<file path="config.mk">
export PLATFORM = sky130hd
export DESIGN_NAME = seg7_card_decoder
export DESIGN_NICKNAME = d
export VERILOG_FILES = /design/src/rtl/card_pkg.sv /design/src/rtl/seg7_to_card.sv /design/src/rtl/seg7_card_decoder.sv
export SDC_FILE = /design/constraint.sdc
export NUM_CORES = 1
export LEC_CHECK = 0
export ABC_AREA = 0
export CORE_MARGIN = 5
export CORE_UTILIZATION = 55
export CTS_BUF_LIST = sky130_fd_sc_hd__clkbuf_8
export CTS_CLUSTER_DIAMETER = 120
export DETAILED_ROUTE_END_ITERATION = 8
export GPL_TIMING_DRIVEN = 0
export PLACE_DENSITY = 0.82
export SLEW_MARGIN = 20
export SYNTH_ARGS = -nofsm -noshare
export SYNTH_HDL_FRONTEND = slang
export SYNTH_HIERARCHICAL = 1
export SYNTH_SLANG_ARGS = --single-unit
export TNS_END_PERCENT = 5
</file>
<file path="constraint.sdc">
create_clock -name slow_clock -period 4.4 [get_ports slow_clock]
set_clock_uncertainty 0.2 [all_clocks]
set_input_delay 0.66 -clock slow_clock [delete_from_list [all_inputs] [get_ports slow_clock]]
set_output_delay 0.66 -clock slow_clock [all_outputs]
set_load 0.1 [all_outputs]
</file>
<file path="src/rtl/card_pkg.sv">
// Shared definitions for the 7-segment card decoder.
// Contents:
//   HEX_*          active-low glyphs (bit 6 = g ... bit 0 = a)
//   card_t         4-bit card code, 1..13 legal, 0 = none, 15 = illegal
//   filt_state_t   debounce filter states
//   card_value()   baccarat points of a card (10/J/Q/K score 0)
package card_pkg;

  localparam logic [6:0] HEX_BLANK = 7'b1111111;
  localparam logic [6:0] HEX_A     = 7'b0001000;
  localparam logic [6:0] HEX_2     = 7'b0100100;
  localparam logic [6:0] HEX_3     = 7'b0110000;
  localparam logic [6:0] HEX_4     = 7'b0011001;
  localparam logic [6:0] HEX_5     = 7'b0010010;
  localparam logic [6:0] HEX_6     = 7'b0000010;
  localparam logic [6:0] HEX_7     = 7'b1111000;
  localparam logic [6:0] HEX_8     = 7'b0000000;
  localparam logic [6:0] HEX_9     = 7'b0010000;
  localparam logic [6:0] HEX_0     = 7'b1000000;
  localparam logic [6:0] HEX_J     = 7'b1100001;
  localparam logic [6:0] HEX_Q     = 7'b0011000;
  localparam logic [6:0] HEX_K     = 7'b0001001;

  typedef enum logic [3:0] {
    CARD_NONE    = 4'd0,
    CARD_A       = 4'd1,
    CARD_2       = 4'd2,
    CARD_3       = 4'd3,
    CARD_4       = 4'd4,
    CARD_5       = 4'd5,
    CARD_6       = 4'd6,
    CARD_7       = 4'd7,
    CARD_8       = 4'd8,
    CARD_9       = 4'd9,
    CARD_10      = 4'd10,
    CARD_J       = 4'd11,
    CARD_Q       = 4'd12,
    CARD_K       = 4'd13,
    CARD_ILLEGAL = 4'd15
  } card_t;

  typedef enum logic [1:0] {
    IDLE  = 2'd0,
    COUNT = 2'd1,
    EMIT  = 2'd2,
    DONE  = 2'd3
  } filt_state_t;

  function automatic logic [3:0] card_value(input card_t c);
    logic [3:0] v;
    v = 4'd0;
    if (c >= CARD_A && c <= CARD_9) v = 4'(c);
    return v;
  endfunction

endpackage

</file>
<file path="src/rtl/seg7_to_card.sv">
// Combinational 7-segment pattern to card decoder. Exact glyph match only.
// Ports:
//   seg_in  in   7  active-low segment pattern
//   card    out  4  decoded card (CARD_NONE for blank, CARD_ILLEGAL otherwise)
//   legal   out  1  pattern is one of the 13 card glyphs
module seg7_to_card
  import card_pkg::*;
(
  input  logic [6:0] seg_in,
  output card_t      card,
  output logic       legal
);

  always_comb begin
    card = CARD_ILLEGAL;
    unique case (seg_in)
      HEX_BLANK: card = CARD_NONE;
      HEX_A:     card = CARD_A;
      HEX_2:     card = CARD_2;
      HEX_3:     card = CARD_3;
      HEX_4:     card = CARD_4;
      HEX_5:     card = CARD_5;
      HEX_6:     card = CARD_6;
      HEX_7:     card = CARD_7;
      HEX_8:     card = CARD_8;
      HEX_9:     card = CARD_9;
      HEX_0:     card = CARD_10;
      HEX_J:     card = CARD_J;
      HEX_Q:     card = CARD_Q;
      HEX_K:     card = CARD_K;
      default:   card = CARD_ILLEGAL;
    endcase
  end

  assign legal = (card != CARD_NONE) && (card != CARD_ILLEGAL);

endmodule

</file>
<file path="src/rtl/seg7_card_decoder.sv">
// Debounces a sampled 7-segment pattern, decodes it to a card, delivers each
// card once over valid/ready and keeps a running baccarat hand score.
// Ports:
//   slow_clock   in   1  clock, rising edge
//   resetb       in   1  asynchronous active-low reset
//   seg_valid    in   1  seg_in is sampled this cycle
//   seg_in       in   7  active-low segment pattern
//   card_valid   out  1  output slot holds an undelivered card
//   card_ready   in   1  consumer takes the card this cycle
//   card_code    out  4  decoded card, 4'hF when illegal
//   card_err     out  1  delivered pattern was not a card glyph
//   clear_score  in   1  synchronous hand clear
//   score        out  4  hand score 0..9
//   card_cnt     out  2  cards scored this hand
//   overflow     out  1  sticky, legal card delivered with a full hand
//
// Filter states:
//   state | meaning
//   IDLE  | last pattern blank, nothing to emit
//   COUNT | non-blank pattern qualifying, counting identical samples
//   EMIT  | pattern qualified, waiting for the output slot to free up
//   DONE  | pattern delivered to the slot, held pattern is ignored
module seg7_card_decoder
  import card_pkg::*;
#(
  parameter int STABLE_CYCLES = 4,
  parameter int MAX_CARDS     = 3,
  localparam int RUN_W        = $clog2(STABLE_CYCLES + 1),
  localparam int CNT_W        = $clog2(MAX_CARDS + 1)
) (
  input  logic             slow_clock,
  input  logic             resetb,
  input  logic             seg_valid,
  input  logic [6:0]       seg_in,
  output logic             card_valid,
  input  logic             card_ready,
  output logic [3:0]       card_code,
  output logic             card_err,
  input  logic             clear_score,
  output logic [3:0]       score,
  output logic [CNT_W-1:0] card_cnt,
  output logic             overflow
);

  localparam logic [RUN_W-1:0] RUN_MAX = RUN_W'(STABLE_CYCLES);
  localparam logic [CNT_W-1:0] CNT_MAX = CNT_W'(MAX_CARDS);

  filt_state_t      state_q, state_d;
  logic [6:0]       last_pat_q, last_pat_d;
  logic [RUN_W-1:0] run_q, run_d;

  logic             card_valid_q, card_valid_d;
  card_t            card_code_q, card_code_d;
  logic             card_err_q, card_err_d;

  logic [3:0]       score_q, score_d;
  logic [CNT_W-1:0] card_cnt_q, card_cnt_d;
  logic             overflow_q, overflow_d;

  card_t            dec_card;
  logic             dec_legal;
  logic             slot_free;
  logic             handshake;
  logic             load;
  logic [4:0]       sum;

  // Decode the pattern the filter will hold after this edge; on every load
  // path that is exactly the pattern being emitted.
  seg7_to_card u_dec (
    .seg_in (last_pat_d),
    .card   (dec_card),
    .legal  (dec_legal)
  );

  assign handshake = card_valid_q && card_ready;
  assign slot_free = !card_valid_q || card_ready;

  always_comb begin
    state_d    = state_q;
    last_pat_d = last_pat_q;
    run_d      = run_q;
    load       = 1'b0;

    if (seg_valid) begin
      if (seg_in == last_pat_q) begin
        if (run_q != RUN_MAX) run_d = run_q + 1'b1;
      end else begin
        // Any change abandons whatever was qualifying or stalled.
        last_pat_d = seg_in;
        run_d      = RUN_W'(1);
        state_d    = (seg_in == HEX_BLANK) ? IDLE : COUNT;
      end
    end

    // A stalled EMIT retries every cycle, sampled or not.
    if ((state_d == COUNT && run_d == RUN_MAX) || state_d == EMIT) begin
      if (slot_free) begin
        load    = 1'b1;
        state_d = DONE;
      end else begin
        state_d = EMIT;
      end
    end
  end

  always_comb begin
    card_valid_d = card_valid_q && !card_ready;
    card_code_d  = card_code_q;
    card_err_d   = card_err_q;
    if (load) begin
      card_valid_d = 1'b1;
      card_code_d  = dec_card;
      card_err_d   = !dec_legal;
    end
  end

  assign sum = {1'b0, score_q} + {1'b0, card_value(card_code_q)};

  always_comb begin
    score_d    = score_q;
    card_cnt_d = card_cnt_q;
    overflow_d = overflow_q;
    if (clear_score) begin
      score_d    = 4'd0;
      card_cnt_d = '0;
      overflow_d = 1'b0;
    end else if (handshake && !card_err_q) begin
      if (card_cnt_q < CNT_MAX) begin
        score_d    = 4'((sum >= 5'd10) ? (sum - 5'd10) : sum);
        card_cnt_d = card_cnt_q + 1'b1;
      end else begin
        overflow_d = 1'b1;
      end
    end
  end

  always_ff @(posedge slow_clock or negedge resetb) begin
    if (!resetb) begin
      state_q      <= IDLE;
      last_pat_q   <= HEX_BLANK;
      run_q        <= '0;
      card_valid_q <= 1'b0;
      card_code_q  <= CARD_NONE;
      card_err_q   <= 1'b0;
      score_q      <= 4'd0;
      card_cnt_q   <= '0;
      overflow_q   <= 1'b0;
    end else begin
      state_q      <= state_d;
      last_pat_q   <= last_pat_d;
      run_q        <= run_d;
      card_valid_q <= card_valid_d;
      card_code_q  <= card_code_d;
      card_err_q   <= card_err_d;
      score_q      <= score_d;
      card_cnt_q   <= card_cnt_d;
      overflow_q   <= overflow_d;
    end
  end

  assign card_valid = card_valid_q;
  assign card_code  = card_code_q;
  assign card_err   = card_err_q;
  assign score      = score_q;
  assign card_cnt   = card_cnt_q;
  assign overflow   = overflow_q;

endmodule

</file>
Word-level counts from Yosys, hierarchy flattened
Index checks and enable logic that the tools add are counted.
{ "op_classes": {"reduce_logical": 18, "n_eq_ne": 21, "muxes": 25, "bitwise": 0, "order_cmp": 4, "div_mod_pow": 0, "mul": 0, "n_shift": 0, "addsub": 4} }
{ "op_table": {"columns": ["operator", "n"], "rows": [
  ["$pmux 4 s14", 1],
  ["$eq 7x7->1 const B", 5],
  ["$eq 7x5->1 const B", 4],
  ["$mux 4", 5],
  ["$eq 7x4->1 const B", 2],
  ["$eq 7x6->1 const B", 2],
  ["$mux 7", 2],
  ["$mux 2", 6],
  ["$mux 3", 3],
  ["$mux 1", 8],
  ["$eq 7x2->1 const B", 1],
  ["$eq 7x7->1", 1],
  ["$logic_not 7->1", 1],
  ["$logic_and 1x1->1", 6],
  ["$add 4x4->5", 1],
  ["$ge 5x4->1 const B", 1],
  ["$ge 4x1->1 const B", 1],
  ["$le 4x4->1 const B", 1],
  ["$logic_not 1->1", 4],
  ["$ne 4x4->1 const B", 1],
  ["$reduce_and 2->1", 2],
  ["$reduce_bool 2->1", 2],
  ["$reduce_bool 4->1", 1],
  ["$sub 4x4->4 const B", 1],
  ["9 further kinds", 10]
]} }
{ "totals": {"memories": 0, "rom_bits": 0, "ramBits": 0, "ff_bits": 25, "input_bits": 12, "wordCells": 81, "latchBits": 0} }

Logic depth before layout (Yosys ltp)
Gate-level depths: netlist of the first run.
{ "logic_depth": {"word_depth": 9, "depth_mapped": 11, "ltp_nobuf": 11} }

Cells and area by module
The synthesis of the first run kept the hierarchy.
{ "modules_own_cells": {"columns": ["module", "area_per_inst_um2", "cells_each", "n_inst"], "rows": [
  ["seg7_card_decoder", 1486.4, 141, 1],
  ["seg7_to_card", 400.4, 59, 1]
]} }

Least setup slack after synthesis of the first run
OpenSTA, ideal clock, no wires.
{ "synth_timing": {"kind": "register to register", "start": "register card_code_q[3], in the netlist card_code[3]", "end": "register score_q[1], in the netlist score[1]", "arrival_ns": 3.009, "setup_slack_ns": 1.044, "stages_incl_launch_ff": 12, "setup_time_ns": 0.147, "n_path_buf": 0, "path_cell_list": "dfrtp_1 -> o21ai_0 -> and2_1 -> ha_1 -> fa_1 -> xnor2_1 -> ha_1 -> nand2b_1 -> a221o_1 -> o41ai_1 -> or3_1 -> o311ai_0"} }
{ "synth_between": {"elab_chain_len": 9} }
{ "synth_lines": {"columns": ["item", "line_no", "rtl"], "rows": [
  ["start: declaration", "seg7_card_decoder.sv:53", "card_t card_code_q, card_code_d;"],
  ["start signal: assignment", "seg7_card_decoder.sv:153", "card_code_q <= card_code_d;"],
  ["$ge 4x1->1 / $le 4x4->1 (equally long branches)", "card_pkg.sv:52", "if (c >= CARD_A && c <= CARD_9) v = 4'(c);"],
  ["$logic_and 1x1->1", "card_pkg.sv:52", null],
  ["$mux 4 *", "card_pkg.sv:52", null],
  ["$add 4x4->5 *", "seg7_card_decoder.sv:117", "assign sum = {1'b0, score_q} + {1'b0, card_value(card_code_q)};"],
  ["$sub 4x4->4 / $ge 5x4->1 (equally long branches)", "seg7_card_decoder.sv:129", "score_d = 4'((sum >= 5'd10) ? (sum - 5'd10) : sum);"],
  ["$mux 4 *", "seg7_card_decoder.sv:129", null],
  ["$mux 4 *", "seg7_card_decoder.sv:128", "if (card_cnt_q < CNT_MAX) begin"],
  ["$mux 4 *", "seg7_card_decoder.sv:127", "end else if (handshake && !card_err_q) begin"],
  ["$mux 4 *", "seg7_card_decoder.sv:123", "if (clear_score) begin"],
  ["end signal: assignment", "seg7_card_decoder.sv:155", "score_q <= score_d;"],
  ["end: declaration", "seg7_card_decoder.sv:56", "logic [3:0] score_q, score_d;"]
]} }
Every way passes the cells marked *; elsewhere a longest branch is shown, timed or not. The select of a mux whose other input is x is not followed.
A chain may end at the register's enable or synchronous reset.

Final worst setup path of the first run
{ "layout_timing": {"start": "input port seg_valid", "end": "register card_code_q[0], in the netlist card_code[0]"} }
{ "layout_lines": {"columns": ["item", "line_no", "rtl"], "rows": [
  ["start: declaration", "seg7_card_decoder.sv:33", "input logic seg_valid,"],
  ["$mux 7 *", "seg7_card_decoder.sv:84", "if (seg_valid) begin"],
  ["via last_pat_d[4]", "seg7_card_decoder.sv:49", "logic [6:0] last_pat_q, last_pat_d;"],
  ["$eq 7x4->1, or another cell as far along", "seg7_to_card.sv:16", "unique case (seg_in)"],
  ["$pmux 4 s14 *", "seg7_to_card.sv:16", null],
  ["via dec_card[0]", "seg7_card_decoder.sv:60", "card_t dec_card;"]
]} }
The timed path passes the listed nets; every way through them passes the cells marked *.

==> results of run 1 <==
[cells in the mapped netlist (3+ instances only)]
| master | count | area share |
|---|---|---|
| mux2_2 | 7 | 0.042 |
| mux2i_1 | 4 | 0.021 |
| nor3_1 | 8 | 0.021 |
| xnor2_1 | 10 | 0.046 |
| nand2b_1 | 3 | 0.0099 |
| o21ai_0 | 8 | 0.021 |
| nor2b_1 | 5 | 0.017 |
| ha_1 | 8 | 0.053 |
| nand2_1 | 15 | 0.030 |
| dfstp_2 | 7 | 0.097 |
| a31oi_1 | 3 | 0.0099 |
| clkbuf_1 | 5 | 0.0099 |
| a21o_1 | 3 | 0.012 |
| dfrtp_1 | 18 | 0.24 |
| nand3_1 | 6 | 0.016 |
| nor2_1 | 15 | 0.030 |
| a21oi_1 | 7 | 0.019 |
| mux2_4 | 4 | 0.032 |
| inv_1 | 10 | 0.020 |
[final timing paths]
check	start	endpoint	slack, ns	depth (start not counted)
setup / recovery	seg_valid	card_code[0]	0.71	10
setup reg to reg	card_code[3]	score[2]	1.46	11
hold reg to reg	overflow	overflow	0.31	2
min in group slow_clock	overflow	overflow	0.31	2
hold / removal	resetb	state_q[0]	0.17	1
max in group asynchronous	resetb	last_pat_q[2]	3.46	1
[through the flow]
stage,setup WS [ns],hold slack [ns]
CTS,0.713,0.311
global route,0.534,0.212
detailed placement,0.412,0.289
finish,0.707,0.167
floorplan,1.04,0.164
global placement,0.445,0.281
[area by class of cell]
cell class / count / area [um^2] / share of cell area
Tap cell: 46 / 57.6 / 0.0258
Clock inverter: 1 / 7.51 / 0.00337
Timing Repair Buffer: 24 / 235 / 0.106
Multi-Input combinational cell: 155 / 1160 / 0.520
Sequential cell: 25 / 634 / 0.285
Inverter: 10 / 37.5 / 0.0168
Buffer: 10 / 55.1 / 0.0247
Clock buffer: 3 / 41.3 / 0.0185
[critical path, delay by kind of cell]
family | cells | cell delay, ns
buffers and inverters | 3 | 1.23
and+or+nand+nor | 2 | 0.71
muxes | 2 | 0.67
AOI/OAI and AO/OA | 3 | 0.38
[cell families after synthesis]
family,count (synthesis),synth area share
adders and majority gates,9,0.0637
buffers and inverters,20,0.0491
and+or+nand+nor,71,0.200
xor gates and xnor gates,10,0.0464
DFF,25,0.336
AOI/OAI and AO/OA,50,0.210
muxes,15,0.0948
[flip-flops by register name, indices dropped and copies added, names as in the netlist]
name / cells
card_valid: 1
state_q: 2
run_q: 3
card_code: 4
overflow: 1
last_pat_q: 7
card_cnt: 2
score: 4
card_err: 1
[power groups by stage]
stage | Combinational (mW) | Clock (mW) | Sequential, mW
6_report | 0.211 | 0.135 | 0.263
5_1_grt | 0.231 | 0.152 | 0.265
4_1_cts | 0.211 | 0.140 | 0.263
3_5_place_dp | 0.210 | 0 | 0.267
3_3_place_gp | 0.208 | 0 | 0.267
2_1_floorplan | 0.124 | 0 | 0.299
[per-layer routing]
metal | GRT usage | vias up
li1 | - | 792
met1 | 0.230 | 748
met2 | 0.304 | 34
met3 | 0.0308 | 6
met4 | 0.0496 | 0
met5 | 0 | -
==> key figures, run 1 <==
Synth
  • Syn Nets: around 220
  • Top_reg_cell synth: dfrtp_1
  • Mapped Area: between 1500 and 2000 um^2
  • Netlist cell types: 59
  • Avg Cell Area, Syn: between 9 and 10 um^2
  • Post-synth EDFFs: 0
  • Yosys reg bits: 25
  • Post-synthesis cell count: 200
  • Synth async-reset ratio: 1.00
  • Synth warn: 6
  • Sequential share of the synthesized area: 0.336

GRT
  • Pin count of the biggest net entering global routing: 26
  • GRT overflow: 0
  • Vias in the first global route: 1456
  • Global-route wire length before repair: approximately 6500 um
  • Initial antenna violation count: 0
  • Gr usage total: 0.178

Finish
  • Final instance area: ~2200 um^2
  • Most frequent cells in the layout: 23 x clkdlybuf4s50_1, 18 x dfrtp_1, 15 x nand2_1, 15 x nor2_1
  • Finished Layout Cells: approximately 270
  • Fillers: 278
  • NumNets Final: 250
  • Layout cells sized above 1: 0.171
  • Area growth, synth to finish: 18.1%
  • Antenna Cells: 0
  • Commonest non-fill, non-tap cell in the layout: clkdlybuf4s50_1
  • Layout Utilization: 0.668

Routing
  • M1 wire length: roughly 1800 um
  • Highest routed metal layer: met4
  • Drt initial violations: 107
  • Final ANT Viol Nets: 0
  • WL final: around 3800 um
  • Vias: roughly 1.6k
  • Met3 routed WL: approximately 140 um
  • Routed vias/inst: around 5.8
  • DR pass1 iterations: 4
  • Met2 Wirelength: roughly 1800 um
  • Drt wl/cell: between 10 and 15 um
  • Post-route DRC violation count: 0

Pwr
  • Pint: a little under 0.4 mW
  • Power per Cell Area: roughly 270 nW/um^2
  • VDD IR-drop max: approximately 0.17 mV
  • Clk pwr share: 0.221
  • Sw power: ~0.21 mW
  • Seq pwr share: 0.431
  • Switch share: 0.352
  • Pwr Total: between 0.6 and 0.7 mW
  • Leak: roughly 0.89 nW
  • Logic pwr share: 0.347

CTS
  • Total CTS buffers: 3
  • PostCTS Resize Cnt: 0
  • Clk slew on worst S/H paths: 0.09 ns
  • Post-CTS setup buffers: 0
  • Clock tree from TritonCTS: yes
  • H-tree depth: 1
  • Hold Buf Count CTS: 0
  • Clk sinks: 25
  • Root buffer cell: clkbuf_8
  • Worst-skew pair later-pin latency: approximately 0.26 ns
  • Longest Clk Path Bufs: 2

Placed design
  • Area after DPL: approximately 2200 um^2
  • Final GP Congestion: between 0.9 and 1
  • Detailed Place HPWL: 2890 um
  • Port Buffers: 24
  • Dpl cells: 270

Setup path
  • Critical Path RT: approximately 4.4 ns
  • Largest stage delay on the critical path: slightly below 0.6 ns
  • CP max FO: 10
  • Crit path cell chain: clkdlybuf4s50_1, clkbuf_1, mux2_2, buf_2, or4_1, nor3_1, a311oi_2, o211ai_1, o311ai_1, mux2_4
  • Setup crit start kind: primary input
  • WS Path Type: in -> reg
  • Worst setup EP type: flip-flop
  • Critical path arrival: roughly 3.6 ns
  • Slowest CP cell: clkdlybuf4s50_1

Floorplan
  • Die height: ~69 um
  • Core Region: ~3300 um^2
  • Row count: 21
  • Die area: about 4700 um^2
  • Die X-Extent: just under 70 um
  • Ports: 25
  • Initial core utilization: 0.565

Hold path
  • HP Class: in -> async

Timing
  • Crit path time final: about 3.7 ns
  • Max Freq: approximately 270 MHz
  • Slew HR: 0.341
  • Final slew viol count: 0
  • Final setup violation count: 0
  • Final Hold Viols: 0
  • RSZ-0062 raised after global routing: false
  • Worst Max-Slew Pin Slew: a little under 1 ns
  • Final period util: 0.839
  • TNS Setup: 0 ns

Outcome
  • Status: complete, no violations

Flow run
  • Max-cap viol count: 0
Note: power is estimated with default switching activity, not from simulation.
==> run 2, diff against run 1 <==
- clock period: 4.4 -> 3.7 ns (I/O delays scaled with it)
==> run 2 against run 1 <==
  * Cell area about the same
  * Critical path type unchanged
  * Power increased by 19%
  * Sequential power increased by 19%
  * Cell count unchanged
  * Worst hold slack got worse by 0.10 ns
  * Sequential share of layout area about the same
  * Global-route usage unchanged
  * Highest routed layer unchanged
  * Critical path depth unchanged
  * Die area unchanged
  * Non-clock buffer count unchanged
  * Setup slack got worse by 0.42 ns
==> key figures, run 2 (same netlist as run 1, synthesis figures left out) <==
Setup path
  • Beginning of the worst register-to-register path: card_code[3]
  • Cell family with most CP delay: buffers and inverters
  • Worst setup EP type: flip-flop
  • CP max FO: 10
  • Worst Path Buf+Inv: 3
  • Slowest CP cell: clkdlybuf4s50_1
  • Reg2reg end: score[2]
  • Critical Path RT: between 3 and 4 ns
  • Internal reg-to-reg setup slack: roughly 0.76 ns
  • Reg2Reg Depth: 11
  • Setup crit start kind: primary input
  • Critical path arrival: approximately 3.4 ns
  • WS Path Type: in -> reg
  • Largest stage delay on the critical path: ~0.58 ns
  • Crit path cell chain: clkdlybuf4s50_1, clkbuf_2, mux2_2, buf_2, or4_1, nor3_1, a311oi_2, o211ai_1, o311ai_1, mux2_4

Timing
  • Final hold slack: roughly 0.063 ns
  • Worst Max-Slew Pin Slew: 0.986 ns
  • Max Freq: about 290 MHz
  • Crit path time final: around 3.4 ns
  • Worst Setup Slack, final: 0.290 ns
  • Final period util: 0.922
  • RSZ-0062 raised after global routing: false
  • Final Hold Viols: 0
  • Slew HR: 0.341
  • Final setup violation count: 0
  • Final slew viol count: 0

Placed design
  • Dpl cells: between 200 and 300
  • Port Buffers: 24
  • Final GP Congestion: 0.941
  • Setup WS pre-CTS: -0.183 ns
  • Area after DPL: approximately 2200 um^2
  • Detailed Place HPWL: 2890 um

Finish
  • Antenna Cells: 0
  • NumNets Final: 250
  • Area growth, synth to finish: 18.2%
  • Layout cells sized above 1: 0.175
  • Final instance area: around 2200 um^2
  • Max FFs per register: 7
  • Reg with most FFs: last_pat_q
  • Commonest non-fill, non-tap cell in the layout: clkdlybuf4s50_1
  • Most frequent cells in the layout: 23 x clkdlybuf4s50_1, 18 x dfrtp_1, 15 x nand2_1, 15 x nor2_1
  • Finished Layout Cells: 274

GRT
  • Global-route wire length before repair: 6470 um
  • Pin count of the biggest net entering global routing: 26
  • Vias in the first global route: between 1k and 1.5k
  • GRT overflow: 0
  • Gr usage total: 0.178
  • Initial antenna violation count: 0

CTS
  • H-tree depth: 1
  • Worst-skew pair later-pin latency: around 0.26 ns
  • Clk sinks: 25
  • Root buffer cell: clkbuf_8
  • Clk slew on worst S/H paths: 0.09 ns
  • Longest Clk Path Bufs: 2
  • Total CTS buffers: 3
  • Clock tree from TritonCTS: yes

Pwr
  • Power per Cell Area: around 320 nW/um^2
  • Leak: ~0.9 nW
  • VDD IR-drop max: between 0.15 and 0.2 mV

Floorplan
  • Core Region: roughly 3300 um^2
  • Initial core utilization: 0.565
  • Row count: 21
  • Die height: 68.6 um
  • Die X-Extent: about 69 um
  • Ports: 25
  • Die area: between 4000 and 5000 um^2

Hold path
  • HP Class: in -> async

Flow run
  • Max-cap viol count: 0

Routing
  • WL final: approximately 3700 um
  • DR pass1 iterations: 4
  • Drt initial violations: slightly above 100
  • Post-route DRC violation count: 0
  • Final ANT Viol Nets: 0
  • Routed vias/inst: slightly below 6
  • Drt wl/cell: 13.7 um
  • Vias: roughly 1.6k

Outcome
  • Status: complete, no violations
## run 2: cell counts in the layout (fill, tap and decap cells not counted)
Identical to the previous run, type by type.
## run 2: what timing repair did
action,4_1_cts,5_1_grt
endpoints found under the setup margin,0,2
buffers inserted,0,0
hold buffers,0,0
gates resized for setup,0,2
## run 2: worst max-delay path by stage
stage	startpoint	end	slack, ns	cells after the start
floorplan	card_code[3]	score[1]	0.34	11
global placement	seg_valid	card_code[0]	-0.15	10
detailed placement	seg_valid	card_code[0]	-0.18	10
CTS	seg_valid	card_code[0]	0.12	10
global route	seg_valid	card_code[1]	0.13	10
finish	seg_valid	card_code[0]	0.29	10
## run 2: through the flow
stage,util,power (mW),setup TNS (ns)
3_5_place_dp,0.655,0.567,-0.400
3_3_place_gp,0.655,0.565,-0.295
6_report,0.668,0.723,0
5_1_grt,0.668,0.771,0
2_1_floorplan,-,0.503,0
4_1_cts,0.669,0.730,0
## run 2: layout make-up
| class | instances | area, um^2 |
|---|---|---|
| Multi-Input combinational cell | 155 | 1160 |
| Fill cell | 277 | 1110 |
| Sequential cell | 25 | 634 |
| Timing Repair Buffer | 24 | 235 |
| Tap cell | 46 | 57.6 |
| Buffer | 10 | 56.3 |
| Clock buffer | 3 | 41.3 |
| Inverter | 10 | 37.5 |
| Clock inverter | 1 | 7.51 |
## run 2: report_power, final
group | leakage (nW) | internal [mW] | switching (mW)
registers | 0.304 | 0.297 | 0.0153
clock network | 0.0217 | 0.0761 | 0.0834
logic | 0.570 | 0.0959 | 0.155
total | 0.896 | 0.469 | 0.254
## run 2: per-layer routing
metal | GRT usage | routed length [um] | up-vias
met1 | 0.230 | 1740 | 740
met2 | 0.304 | 1780 | 39
met5 | 0 | 0 | -
met4 | 0.0496 | 72 | 0
li1 | - | - | 792
met3 | 0.0308 | 154 | 8
